==> config.mk <==
export PLATFORM = sky130hd
export DESIGN_NAME = pc_sequencer
export DESIGN_NICKNAME = d
export VERILOG_FILES = /design/src/rtl/pc_sequencer.sv
export SDC_FILE = /design/constraint.sdc
export NUM_CORES = 1
export LEC_CHECK = 0
export ABC_CLOCK_PERIOD_IN_PS = 2600
export CAP_MARGIN = 20
export CORE_MARGIN = 3
export CORE_UTILIZATION = 45
export CTS_CLUSTER_DIAMETER = 80
export DETAILED_ROUTE_END_ITERATION = 8
export GPL_ROUTABILITY_DRIVEN = 0
export PLACE_DENSITY = 0.64
export SLEW_MARGIN = 40
export SYNTH_ARGS = -nofsm -noshare
export SYNTH_HDL_FRONTEND = slang
export SYNTH_SLANG_ARGS = --single-unit
export TNS_END_PERCENT = 100
==> constraint.sdc <==
create_clock -name clk -period 2.6 [get_ports clk]
set_input_delay 0.65 -clock clk [delete_from_list [all_inputs] [get_ports clk]]
set_output_delay 0.65 -clock clk [all_outputs]
set_load 0.01 [all_outputs]
==> src/rtl/pc_sequencer.sv <==
// Program-flow controller: owns the fetch PC and a hardware return-address stack.
// Sequences advance, relative jump, call and return; halt/resume and a sticky fault state.
module pc_sequencer #(
  parameter int unsigned AW    = 12,
  parameter int unsigned DEPTH = 8,
  parameter int unsigned SPW   = 4
) (
  input  logic          clk,
  input  logic          rst,
  input  logic          en,
  input  logic          jump,
  input  logic          call,
  input  logic          ret,
  input  logic          halt,
  input  logic          resume,
  input  logic [AW-1:0] offset,
  output logic [AW-1:0] pc,
  output logic [AW-1:0] stk0,
  output logic [SPW-1:0] sp,
  output logic          empty,
  output logic          full,
  output logic          halted,
  output logic          fault
);

  localparam int unsigned IW = $clog2(DEPTH);

  typedef enum logic [1:0] {StRun, StHalt, StFault} state_e;

  state_e         state_q, state_d;
  logic [AW-1:0]  pc_q, pc_d;
  logic [SPW-1:0] sp_q, sp_d;
  logic [AW-1:0]  stack_q [DEPTH];
  logic           push;
  logic [AW-1:0]  push_val;
  logic [SPW-1:0] sp_m1;
  logic [AW-1:0]  top;

  assign sp_m1 = sp_q - SPW'(1);
  assign top   = stack_q[sp_m1[IW-1:0]];
  assign empty = (sp_q == '0);
  assign full  = (sp_q == SPW'(DEPTH));

  always_comb begin
    state_d  = state_q;
    pc_d     = pc_q;
    sp_d     = sp_q;
    push     = 1'b0;
    push_val = pc_q + AW'(1);
    unique case (state_q)
      StRun: begin
        // Strobe priority: halt > ret > call > jump > sequential advance.
        if (en) begin
          if (halt) begin
            state_d = StHalt;
          end else if (ret) begin
            if (empty) begin
              state_d = StFault;
            end else begin
              pc_d = top;
              sp_d = sp_m1;
            end
          end else if (call) begin
            if (full) begin
              state_d = StFault;
            end else begin
              push = 1'b1;
              sp_d = sp_q + SPW'(1);
              pc_d = pc_q + offset;
            end
          end else if (jump) begin
            pc_d = pc_q + offset;
          end else begin
            pc_d = pc_q + AW'(1);
          end
        end
      end
      StHalt: begin
        if (resume) state_d = StRun;
      end
      StFault: begin
        state_d = StFault;
      end
      default: begin
        state_d = StRun;
      end
    endcase
  end

  always_ff @(posedge clk) begin
    if (rst) begin
      state_q <= StRun;
      pc_q    <= '0;
      sp_q    <= '0;
      for (int unsigned i = 0; i < DEPTH; i++) begin
        stack_q[i] <= '0;
      end
    end else begin
      state_q <= state_d;
      pc_q    <= pc_d;
      sp_q    <= sp_d;
      if (push) stack_q[sp_q[IW-1:0]] <= push_val;
    end
  end

  assign pc     = pc_q;
  assign sp     = sp_q;
  assign stk0   = empty ? '0 : top;
  assign halted = (state_q == StHalt);
  assign fault  = (state_q == StFault);

endmodule

==> flow_metrics.env <==
export IMPL_synthAdderAreaFrac_pct=3.22
export IMPL_ir_worst_vdd_uv=607
export IMPL_min_to="state_q[0]$_SDFFE_PP0P_"
export IMPL_synthMuxAreaShare_pct=11.3
export IMPL_die_w_um=122
export IMPL_grt_max_degree=28
export IMPL_fp_coreArea_sq_um=12900
export IMPL_maxSlewViolCount=0
export IMPL_netlist_area_sq_um=6050
export IMPL_die_area_sq_um=14900
export IMPL_antenna_found_initial=0
export IMPL_worst_setup_path_end_kind="primary output"
export IMPL_synth_compound_area_share_pct=8.08
export IMPL_rrSetupSlack_ps=380
export IMPL_start_util_pct=47.0
export IMPL_cp_max_fo=6
export IMPL_cts_root_buf="clkbuf_16"
export IMPL_cts_made_buffers=17
export IMPL_die_h_um=122
export IMPL_htree_levels=4
export IMPL_hold_depth=1
export IMPL_setup_violations_final=12
export IMPL_syn_to_final_growth_pct=38.4
export IMPL_drt_initial_drc_count=332
export IMPL_grt_pass1_wl_um=26600
export IMPL_antenna_cells=0
export IMPL_via_per_inst=5.64
export IMPL_arrival_ps=2130
export IMPL_wl_met1_um=7270
export IMPL_async_reset_ff_share_pct=0
export IMPL_dp_slack_ps=-448
export IMPL_slew_limit_headroom_pct=63.2
export IMPL_clkTransAtPathRegs_ps=50
export IMPL_cts_hold_buf=0
export IMPL_hpwl_um=11400
export IMPL_synthTopCellsByArea="edfxtp_1 48%, mux4_2 8.9%, nor2_1 8.9%, dfxtp_1 6.0%, ha_1 2.9%"
export IMPL_finalClockSkew_ps=7.67
export IMPL_fin_crit_ps=2780
export IMPL_track_usage_pct=24.4
export IMPL_wl_met2_um=8130
export IMPL_ioPinCount=52
export IMPL_rsz0062_at_grt="yes"
export IMPL_timing_rr_end="pc[8]$_SDFFE_PP0P_"
export IMPL_placementRows=41
export IMPL_ys_flop_type="edfxtp_1"
export IMPL_hold_viol_final=0
export IMPL_crit_type="reg -> out"
export IMPL_fin_crit_sh_pct=107
export IMPL_final_layout_size_suffix_gt1_share_pct=30.2
export IMPL_grt_pass1_vias=4804
export IMPL_synth_top_family_by_area="simple AND/OR/NAND/NOR gates"
export IMPL_cp_required_ps=1950
export IMPL_rr_worst_depth=8
export IMPL_synth_xor_area_share_pct=3.53
export IMPL_drtPass1Iterations=7
export IMPL_synth_edff_count=96
export IMPL_clk_latency_ps=410
export IMPL_worstReg2RegStart="pc[1]$_SDFFE_PP0P_"
export IMPL_hold_start="state_q[1]$_SDFFE_PP0P_"
export IMPL_postRouteAntennaNets=0
export IMPL_ys_seq_elements=114
export IMPL_cpMaxStageDelayCell="dfxtp_2"
export IMPL_hold_path_class="reg -> reg"
export IMPL_synth_cell_types=58
export IMPL_critPathTopFamily="buffers and inverters"
export IMPL_tritoncts="built"
export IMPL_cp_buffers_inverters=4
export IMPL_powerDensity_nw_per_um2=689
export IMPL_setup_ws_ps=-182
export IMPL_drv_cap=0
export IMPL_critical_path_max_stage_delay_ps=340
export IMPL_yosysTopAreaCellShare_pct=47.6
export IMPL_drcViolationCount=0
export IMPL_synth_top_cell_by_area="edfxtp_1"
export IMPL_syn_avg_cell_area_sq_um=11.5
export IMPL_syn_nets=562
export IMPL_syn_inst=527
export IMPL_routedWlPerCell_um=19.7
export IMPL_met3WireLength_um=1050
export IMPL_tightest_slew_ps=550
export IMPL_grt_overflow=0
export IMPL_cts_sinks=114
export IMPL_violations="setup timing"
export IMPL_status="finished with violations"
export IMPL_path_cells="inv_2 -> ha_4 -> buf_12 -> mux4_2 -> mux2i_2 -> buf_4 -> nor2_1 -> buf_2"
export IMPL_fmax_ghz=0.359
export IMPL_cts_buffer_depth=2
export IMPL_wirelength_um=16800
export IMPL_synth_seq_area_share_pct=53.6
export IMPL_cp_start_kind="flop"
export IMPL_ys_warn_count=0
export IMPL_port_buffers=51
export IMPL_yosys_area_share_simple_pct=17.1
export IMPL_total_power_mw=5.77
export IMPL_nNetsFinal=705
export IMPL_p_leak_nw=3.12
export IMPL_top_layer_used="met4"
export IMPL_vias=4816
layout by cell type (no fill, tap or decap), types with 3 or more instances in the layout:
master / synthesis / routed
clkbuf_16: 0 / 17
buf_6: 1 / 8
ha_1: 14 / 13
o21a_1: 6 / 6
dfxtp_1: 18 / 16
o21ai_0: 7 / 7
nand3_1: 14 / 14
a211o_1: 5 / 5
clkdlybuf4s50_1: 0 / 37
a21oi_1: 19 / 18
mux2i_4: 0 / 8
xnor2_2: 3 / 4
bufinv_16: 0 / 6
o211ai_1: 5 / 5
xnor2_1: 10 / 9
nand2b_1: 11 / 11
buf_4: 4 / 83
nand2_1: 27 / 27
a211oi_1: 7 / 6
mux2i_1: 12 / 3
xor2_1: 7 / 7
buf_2: 14 / 10
buf_12: 0 / 12
nor2b_1: 5 / 3
nand4_1: 3 / 3
mux4_2: 24 / 24
clkinv_1: 0 / 3
inv_1: 10 / 8
nor2_1: 143 / 140
nor3_1: 10 / 9
edfxtp_1: 96 / 96
registers in the layout, indices dropped and copies added, names as in the netlist:
register and count:
pc 12, state_q 2, sp 4, stack_q 96
timing repair:
action                                  4_1_cts  5_1_grt
buffers inserted                             11        8
hold endpoints to repair                      0        0
endpoints found under the setup margin       16       16
resized for setup                            81       12
pin swaps                                     3        4
gates cloned                                  2        0
worst max path at each step:
stage          depth (start not counted)             endpoint  slack, ps                from
2_1_floorplan                          9              stk0[7]         50  sp[0]$_SDFFE_PP0P_
3_3_place_gp                          10  pc[10]$_SDFFE_PP0P_       -370           offset[0]
3_5_place_dp                          10  pc[10]$_SDFFE_PP0P_       -450           offset[0]
4_1_cts                                6             stk0[10]       -240  sp[0]$_SDFFE_PP0P_
5_1_grt                                8             stk0[11]       -280  sp[0]$_SDFFE_PP0P_
6_report                               8              stk0[7]       -180  sp[0]$_SDFFE_PP0P_
final cells by class:
class                   instances  area [sq um]
fillers                       992          4500
clock inverters                12           213
inverters                      10          37.5
repair buffers                155          1450
multi-input cells             372          2780
flip-flops and latches        114          3250
well taps                     172           215
clock buffers                  19           433
cells in the mapped netlist (3+ instances only):
master	instances
o21ai_0	7
a211oi_1	7
xor2_1	7
mux4_2	24
a211o_1	5
nand2_1	27
o21a_1	6
dfxtp_1	18
edfxtp_1	96
mux2i_1	12
xnor2_2	3
xnor2_1	10
a21oi_1	19
nor2_1	143
clkbuf_1	10
nand4_1	3
nor3_1	10
inv_1	10
ha_1	14
nor2b_1	5
nand2b_1	11
buf_4	4
nand3_1	14
buf_2	14
o211ai_1	5
power by group:
group | switching (mW) | internal, mW
Combinational | 0.529 | 0.587
Sequential | 0.0445 | 2.05
Clock | 0.790 | 1.78
Total | 1.36 | 4.41
per-stage QoR:
stage          cells  hold WS, ps  TNS [ps]  util [%]  area (sq um)
6_report         854          490     -1860      65.1          8380
4_1_cts          846          495     -2120      64.2          8270
2_1_floorplan    527          457         0         -          6070
5_1_grt          854          532     -2880      65.1          8380
3_3_place_gp     802          476     -3230      57.4          7400
3_5_place_dp     802          489     -4090      57.4          7400
kinds of logic after synthesis:
logic type / count (synthesis)
AO/OA/AOI/OAI: 69
XOR/XNOR: 21
adder cells (fa/ha/maj): 15
buffers and inverters: 41
flip-flops: 114
multiplexers: 38
AND/OR/NAND/NOR: 229
per-layer routing:
layer,track usage (%),vias to the layer above
met2,38.1,191
met1,33.2,2374
met3,5.99,36
met4,9.10,0
li1,-,2215
met5,0,-
(Power assumes the default switching activity.)
